File: config.mk
export PLATFORM = sky130hd
export DESIGN_NAME = pipeline_hazard_ctrl
export DESIGN_NICKNAME = d
export VERILOG_FILES = /design/src/rtl/pipeline_hazard_ctrl.sv
export SDC_FILE = /design/constraint.sdc
export NUM_CORES = 1
export LEC_CHECK = 0
export BUFFER_PORTS_ARGS = -buffer_cell sky130_fd_sc_hd__buf_4
export CAP_MARGIN = 5
export CORE_AREA = 2 2 88 81
export DETAILED_ROUTE_END_ITERATION = 10
export DIE_AREA = 0 0 90 83
export PLACE_DENSITY = 0.69
export SLEW_MARGIN = 40
export SYNTH_ARGS = -nofsm -noshare
export SYNTH_HDL_FRONTEND = slang
export SYNTH_SLANG_ARGS = --single-unit
File: constraint.sdc
create_clock -name clk -period 2.4 [get_ports clk]
set_input_delay 0.48 -clock clk [delete_from_list [all_inputs] [get_ports clk]]
set_output_delay 0.48 -clock clk [all_outputs]
set_load 0.03 [all_outputs]
File: src/rtl/pipeline_hazard_ctrl.sv
`default_nettype none
// ============================================================================
// Module      : pipeline_hazard_ctrl
// Description : Stall, flush and forwarding sequencer for a 5-stage pipeline,
//               with start-up fill, data-memory wait/timeout and perf counters.
// Revision    : 1.0  initial release
// ============================================================================
module pipeline_hazard_ctrl #(
    parameter int CNT_W       = 16,
    parameter int MEM_TIMEOUT = 16,
    parameter int INIT_CYCLES = 2
) (
    input  logic             clk,
    input  logic             reset,
    input  logic [4:0]       ID_rs1,
    input  logic [4:0]       ID_rs2,
    input  logic             ID_use_rs1,
    input  logic             ID_use_rs2,
    input  logic             ID_is_branch,
    input  logic             ID_redirect,
    input  logic [4:0]       EX_rs1,
    input  logic [4:0]       EX_rs2,
    input  logic [4:0]       EX_rd,
    input  logic             EX_RegWrite,
    input  logic             EX_MemRead,
    input  logic [4:0]       MEM_rd,
    input  logic             MEM_RegWrite,
    input  logic             MEM_MemRead,
    input  logic [4:0]       WB_rd,
    input  logic             WB_RegWrite,
    input  logic             mem_req,
    input  logic             mem_ready,
    output logic             PC_we,
    output logic             IF_ID_we,
    output logic             IF_ID_flush,
    output logic             ID_EX_we,
    output logic             ID_EX_flush,
    output logic             EX_MEM_we,
    output logic             EX_MEM_flush,
    output logic             MEM_WB_we,
    output logic             MEM_WB_flush,
    output logic [1:0]       fwd_a,
    output logic [1:0]       fwd_b,
    output logic             fwd_id_a,
    output logic             fwd_id_b,
    output logic             mem_err,
    output logic [CNT_W-1:0] stall_cnt,
    output logic [CNT_W-1:0] flush_cnt
);

    localparam int INIT_W = (INIT_CYCLES > 1) ? $clog2(INIT_CYCLES) : 1;
    localparam int WAIT_W = $clog2(MEM_TIMEOUT + 1);

    localparam logic [1:0] c_INIT     = 2'd0;
    localparam logic [1:0] c_RUN      = 2'd1;
    localparam logic [1:0] c_MEM_WAIT = 2'd2;
    localparam logic [1:0] c_ERROR    = 2'd3;

    localparam logic [INIT_W-1:0] c_INIT_LAST = INIT_W'(INIT_CYCLES - 1);
    localparam logic [WAIT_W-1:0] c_WAIT_MAX  = WAIT_W'(MEM_TIMEOUT);

    logic [1:0]        r_state;
    logic [1:0]        w_state_nxt;
    logic [INIT_W-1:0] r_init_cnt;
    logic [WAIT_W-1:0] r_wait_cnt;
    logic [WAIT_W-1:0] w_wait_inc;
    logic              r_mem_err;
    logic [CNT_W-1:0]  r_stall_cnt;
    logic [CNT_W-1:0]  r_flush_cnt;

    logic w_active;
    logic w_freeze;
    logic w_timeout;
    logic w_id_uses_ex;
    logic w_id_uses_mem;
    logic w_load_use;
    logic w_br_hazard;
    logic w_stall;
    logic w_redirect;
    logic w_mem_fwd_ok;
    logic w_wb_fwd_ok;

    // ------------------------------------------------------------------
    // Hazard detection
    // ------------------------------------------------------------------
    assign w_active = (r_state == c_RUN) || (r_state == c_MEM_WAIT);

    // Entering the wait from RUN already freezes the pipe in that same cycle.
    always_comb begin
        w_freeze = 1'b0;
        if (r_state == c_RUN) begin
            w_freeze = mem_req && !mem_ready;
        end else if (r_state == c_MEM_WAIT) begin
            w_freeze = !mem_ready;
        end
    end

    // r_wait_cnt is always zero in RUN, so this yields 1 on the first frozen cycle.
    assign w_wait_inc = r_wait_cnt + WAIT_W'(1);
    assign w_timeout  = w_freeze && (w_wait_inc == c_WAIT_MAX);

    assign w_id_uses_ex  = (ID_use_rs1 && (ID_rs1 == EX_rd)) ||
                           (ID_use_rs2 && (ID_rs2 == EX_rd));
    assign w_id_uses_mem = (ID_use_rs1 && (ID_rs1 == MEM_rd)) ||
                           (ID_use_rs2 && (ID_rs2 == MEM_rd));

    assign w_load_use  = EX_MemRead && (EX_rd != 5'd0) && w_id_uses_ex;
    assign w_br_hazard = ID_is_branch &&
                         ((EX_RegWrite && (EX_rd != 5'd0) && w_id_uses_ex) ||
                          (MEM_MemRead && (MEM_rd != 5'd0) && w_id_uses_mem));
    assign w_stall     = w_load_use || w_br_hazard;
    assign w_redirect  = w_active && !w_freeze && !w_stall && ID_redirect;

    // A load in MEM has no data yet; WB forwards it on the following cycle.
    assign w_mem_fwd_ok = MEM_RegWrite && !MEM_MemRead && (MEM_rd != 5'd0);
    assign w_wb_fwd_ok  = WB_RegWrite && (WB_rd != 5'd0);

    // ------------------------------------------------------------------
    // Next state
    // ------------------------------------------------------------------
    always_comb begin
        w_state_nxt = r_state;
        case (r_state)
            c_INIT: begin
                if (r_init_cnt == c_INIT_LAST) begin
                    w_state_nxt = c_RUN;
                end
            end
            c_RUN, c_MEM_WAIT: begin
                if (w_timeout) begin
                    w_state_nxt = c_ERROR;
                end else if (w_freeze) begin
                    w_state_nxt = c_MEM_WAIT;
                end else begin
                    w_state_nxt = c_RUN;
                end
            end
            c_ERROR: w_state_nxt = c_ERROR;
            default: w_state_nxt = c_INIT;
        endcase
    end

    // ------------------------------------------------------------------
    // Control outputs
    // ------------------------------------------------------------------
    always_comb begin
        PC_we        = 1'b0;
        IF_ID_we     = 1'b0;
        IF_ID_flush  = 1'b0;
        ID_EX_we     = 1'b0;
        ID_EX_flush  = 1'b0;
        EX_MEM_we    = 1'b0;
        EX_MEM_flush = 1'b0;
        MEM_WB_we    = 1'b0;
        MEM_WB_flush = 1'b0;
        fwd_a        = 2'b00;
        fwd_b        = 2'b00;
        fwd_id_a     = 1'b0;
        fwd_id_b     = 1'b0;
        case (r_state)
            c_INIT: begin
                IF_ID_flush  = 1'b1;
                ID_EX_flush  = 1'b1;
                EX_MEM_flush = 1'b1;
                MEM_WB_flush = 1'b1;
            end
            c_RUN, c_MEM_WAIT: begin
                if (w_mem_fwd_ok && (MEM_rd == EX_rs1)) begin
                    fwd_a = 2'b10;
                end else if (w_wb_fwd_ok && (WB_rd == EX_rs1)) begin
                    fwd_a = 2'b01;
                end
                if (w_mem_fwd_ok && (MEM_rd == EX_rs2)) begin
                    fwd_b = 2'b10;
                end else if (w_wb_fwd_ok && (WB_rd == EX_rs2)) begin
                    fwd_b = 2'b01;
                end
                fwd_id_a = w_mem_fwd_ok && (MEM_rd == ID_rs1);
                fwd_id_b = w_mem_fwd_ok && (MEM_rd == ID_rs2);

                if (w_freeze) begin
                    // Upstream holds; MEM/WB takes a bubble.
                    MEM_WB_we    = 1'b1;
                    MEM_WB_flush = 1'b1;
                end else begin
                    PC_we     = 1'b1;
                    IF_ID_we  = 1'b1;
                    ID_EX_we  = 1'b1;
                    EX_MEM_we = 1'b1;
                    MEM_WB_we = 1'b1;
                    if (w_stall) begin
                        PC_we       = 1'b0;
                        IF_ID_we    = 1'b0;
                        ID_EX_flush = 1'b1;
                    end else if (ID_redirect) begin
                        IF_ID_flush = 1'b1;
                    end
                end
            end
            default: ;
        endcase
    end

    // ------------------------------------------------------------------
    // State, counters and sticky error
    // ------------------------------------------------------------------
    always_ff @(posedge clk or negedge reset) begin
        if (!reset) begin
            r_state     <= c_INIT;
            r_init_cnt  <= '0;
            r_wait_cnt  <= '0;
            r_mem_err   <= 1'b0;
            r_stall_cnt <= '0;
            r_flush_cnt <= '0;
        end else begin
            r_state <= w_state_nxt;
            if ((r_state == c_INIT) && (r_init_cnt != c_INIT_LAST)) begin
                r_init_cnt <= r_init_cnt + INIT_W'(1);
            end
            if (w_active) begin
                r_wait_cnt <= w_freeze ? w_wait_inc : '0;
                if (w_timeout) begin
                    r_mem_err <= 1'b1;
                end
                if (!PC_we && (r_stall_cnt != {CNT_W{1'b1}})) begin
                    r_stall_cnt <= r_stall_cnt + CNT_W'(1);
                end
                if (w_redirect && (r_flush_cnt != {CNT_W{1'b1}})) begin
                    r_flush_cnt <= r_flush_cnt + CNT_W'(1);
                end
            end
        end
    end

    assign mem_err   = r_mem_err;
    assign stall_cnt = r_stall_cnt;
    assign flush_cnt = r_flush_cnt;

endmodule
`default_nettype wire

==> parameters.txt <==
Parameter                              Value

Synthesis
  Post-synthesis cell type with the largest combined area    sky130_fd_sc_hd__dfrtp_1
  Net Count, Synth    ~340
  Syn_area_per_cell    around 9.5 µm²
  Portion of synthesized cell area occupied by the leading cell type    37.6%
  Synthesis-stage register bit count    41
  Count of warnings emitted by yosys    0
  Post-synthesis instance total    around 290
  Fraction of the yosys area taken by sequential cells    37.6%
  Largest cells by area after synthesis    sky130_fd_sc_hd__dfrtp_1 38%, sky130_fd_sc_hd__xor2_1 13%, sky130_fd_sc_hd__xnor2_1 9.9%
  Netlist area before placement    0.00273 mm²
  Unique cell type count in the Yosys netlist    38

Detailed routing
  Post-DRT Antenna Nets    0
  Number of DRC markers in iteration 0    about 110
  Vias post-DR    roughly 2500
  Mean number of vias per cell    a little over 5
  Routed wire length per instance    ~15 µm
  Drt pass-1 iters    5
  Total wire length    slightly above 7000 µm
  Residual DRC count    0

Critical path
  CP endpoint kind    output port
  Critical Setup Path Class    primary input to output port
  Req. time, crit path    between 1.5 and 2 ns
  Peak fanout along the critical path    3
  WP data arrival    ~2.0 ns
  Critical path startpoint category    primary input

Global routing
  Overall track demand over capacity in global routing    approximately 19%
  Number of antenna violations at the first check in global routing    0
  Maximum number of pins on one net before global-route repair    42
  Vias in the first global route    about 2400
  Overflow after GRT    0
  Global-route wire length before repair    roughly 12000 µm

CTS
  Clock tree root buffer cell    sky130_fd_sc_hd__clkbuf_8
  Inserted Clock Buffers    5
  Clock-pin slew on the worst setup and hold paths    ~0.070 ns
  Total clock sinks    between 40 and 50
  Buffer levels on the longest clock path    2
  H-tree depth    2
  Clock tree from TritonCTS    yes
  Worst skew pair latency    0.29 ns
  Count of hold-fix buffers inserted at cts    0

Floorplanning
  Total I/O pin count    96
  Initial Utilization    41.9%
  Die height    83 µm
  Total Die Area    ~0.0075 mm²
  X dimension of the die    about 90 µm
  Total number of placement rows    28
  Area of the core region    roughly 0.0065 mm²

Timing
  Unrepaired setup endpoints after global routing    yes
  Setup ws final    -0.0781 ns
  Total negative setup slack    -0.196 ns
  Final critical delay including setup and external delays    2.48 ns
  Portion of the clock cycle consumed by the worst path in the final layout    103%
  Final hold violation count    0
  Worst Tran Pin Value    slightly above 0.5 ns
  Worst Clk Skew    approximately 0.0028 ns
  Final setup violation count    5
  Relative slew slack    approximately 65%
  WHS    roughly 0.15 ns
  Achievable Freq    about 0.4 GHz
  Final number of max-transition violations    0

Pwr
  Max IR drop VDD    about 0.0010 V
  Leak    1.89 nW
  Total power after layout    about 3.5 mW
  Power density over cell area    876 mW/mm²

Flow run
  Max Cap Violations    0

Place
  Half-perimeter wire length after detailed placement    about 5500 µm
  Inst Count DP    around 480
  Final Wtd Congestion    around 0.85
  Placement Cell Area    0.00370 mm²
  Count of input and output buffers    95

Finish
  Commonest non-fill, non-tap cell in the layout    sky130_fd_sc_hd__buf_4
  Area of all sequential standard cells    0.00103 mm²
  Fraction of layout cells with a size suffix above 1    between 40 and 50%
  Multi-input combinational cell area    roughly 0.0017 mm²
  Final non-filler cell area    0.00403 mm²
  Number of cells in the finished layout apart from fillers    about 500
  Antenna Diode Count    0
  Layout filler cell count    between 500 and 600
  Commonest cells after routing, fill and taps aside    108 x sky130_fd_sc_hd__buf_4, 40 x sky130_fd_sc_hd__dfrtp_1, 39 x sky130_fd_sc_hd__xor2_1
  Post-layout net count    about 460
  Area Growth Syn to Fin    47.7%

Run status
  Result of the run    complete, but fails checks
  Violations in the final reports    setup timing

Min path
  HP Class    primary input to asynchronous set/reset pin
[state kept, by name, indices dropped and copies added, names as in the netlist]
name / flops
flush_cnt: 16
stall_cnt: 16
r_wait_cnt: 5
r_state: 2
mem_err: 1
r_init_cnt: 1
[metrics by stage]
stage	util, %	setup WS [ns]
2_1_floorplan	-	-0.0261
3_3_place_gp	56.8	-0.120
3_5_place_dp	56.8	-0.135
4_1_cts	59.9	-0.0691
5_1_grt	61.9	-0.176
6_report	61.9	-0.0781
[layer usage]
layer	vias up	wire (µm)	global-route usage (%)
met5	-	0	0
met4	0	61	4.20
met3	8	291	3.27
met2	53	3600	31.9
met1	1230	3270	26.5
li1	1230	-	-
[cells in the mapped netlist]
library cell and instances:
sky130_fd_sc_hd__o211ai_2 2, sky130_fd_sc_hd__o211ai_1 1, sky130_fd_sc_hd__nor4_2 5, sky130_fd_sc_hd__or4_1 4, sky130_fd_sc_hd__buf_4 3, sky130_fd_sc_hd__and2_1 4, sky130_fd_sc_hd__o22ai_1 3, sky130_fd_sc_hd__and4_1 1
sky130_fd_sc_hd__xnor2_1 31, sky130_fd_sc_hd__nand3_1 23, sky130_fd_sc_hd__o21a_1 1, sky130_fd_sc_hd__or2_2 2, sky130_fd_sc_hd__nor4_4 1, sky130_fd_sc_hd__nor4_1 5, sky130_fd_sc_hd__dfrtp_1 41, sky130_fd_sc_hd__a21o_1 1
sky130_fd_sc_hd__nand3b_1 1, sky130_fd_sc_hd__nor3_1 12, sky130_fd_sc_hd__buf_6 2, sky130_fd_sc_hd__ha_1 8, sky130_fd_sc_hd__a21oi_1 9, sky130_fd_sc_hd__clkbuf_1 6, sky130_fd_sc_hd__a211o_1 1, sky130_fd_sc_hd__or3_1 1
sky130_fd_sc_hd__xor2_1 39, sky130_fd_sc_hd__nand2_1 17, sky130_fd_sc_hd__inv_1 9, sky130_fd_sc_hd__nor2_1 11, sky130_fd_sc_hd__or4_4 1, sky130_fd_sc_hd__nand4_1 9, sky130_fd_sc_hd__mux2_2 2, sky130_fd_sc_hd__mux2i_1 2
sky130_fd_sc_hd__buf_2 5, sky130_fd_sc_hd__nor3b_1 3, sky130_fd_sc_hd__o21ai_0 4, sky130_fd_sc_hd__and3_1 15, sky130_fd_sc_hd__a22oi_1 1, sky130_fd_sc_hd__nand2b_1 1
[worst max-delay path, cell delays in order]
cell,delay (ns)
sky130_fd_sc_hd__buf_4,0.13
sky130_fd_sc_hd__xor2_1,0.17
sky130_fd_sc_hd__nor4_2,0.27
sky130_fd_sc_hd__nand3_1,0.10
sky130_fd_sc_hd__a211o_1,0.35
sky130_fd_sc_hd__o211ai_4,0.10
sky130_fd_sc_hd__inv_2,0.08
sky130_fd_sc_hd__a21oi_4,0.14
sky130_fd_sc_hd__nor2_4,0.04
sky130_fd_sc_hd__buf_6,0.14
[worst paths after layout]
kind / startpoint / to / slack, ns / depth (start not counted)
setup / recovery: EX_rd[3] / IF_ID_flush / -0.08 / 10
hold / removal: reset / stall_cnt[6] / 0.15 / 1
setup reg to reg: r_state[1] / flush_cnt[1] / 0.19 / 9
hold reg to reg: mem_err / mem_err / 0.47 / 1
max in group asynchronous: reset / r_state[0] / 1.86 / 1
min in group clk: mem_err / mem_err / 0.47 / 1
[cells by family after synthesis]
| logic type | count (synthesis) | synth area share, % |
|---|---|---|
| flops | 41 | 37.6 |
| fa+ha+maj | 8 | 3.66 |
| compound gates | 23 | 5.41 |
| xor+xnor | 70 | 22.4 |
| simple gates | 116 | 24.7 |
| buf+inv | 25 | 4.63 |
| mux | 4 | 1.56 |
[cell type report]
class / instances / share of cell area, %
flip-flops and latches: 41 / 25.5
well taps: 90 / 2.79
multi-input cells: 221 / 43.0
repair buffers: 127 / 25.4
clock buffers: 7 / 2.39
clock inverters: 1 / 0.124
inverters: 9 / 0.837
[power breakdown]
group / internal, mW / switching (mW)
Sequential: 0.821 / 0.163
Clock: 0.260 / 0.236
Combinational: 0.890 / 1.16
[timing repair]
item / in CTS / in global routing
pin swaps: 10 / 8
gates cloned: 0 / 0
endpoints found under the setup margin: 10 / 7
gates resized for setup: 15 / 23
buffers inserted: 6 / 4
Power figures use the tool's default switching activity.
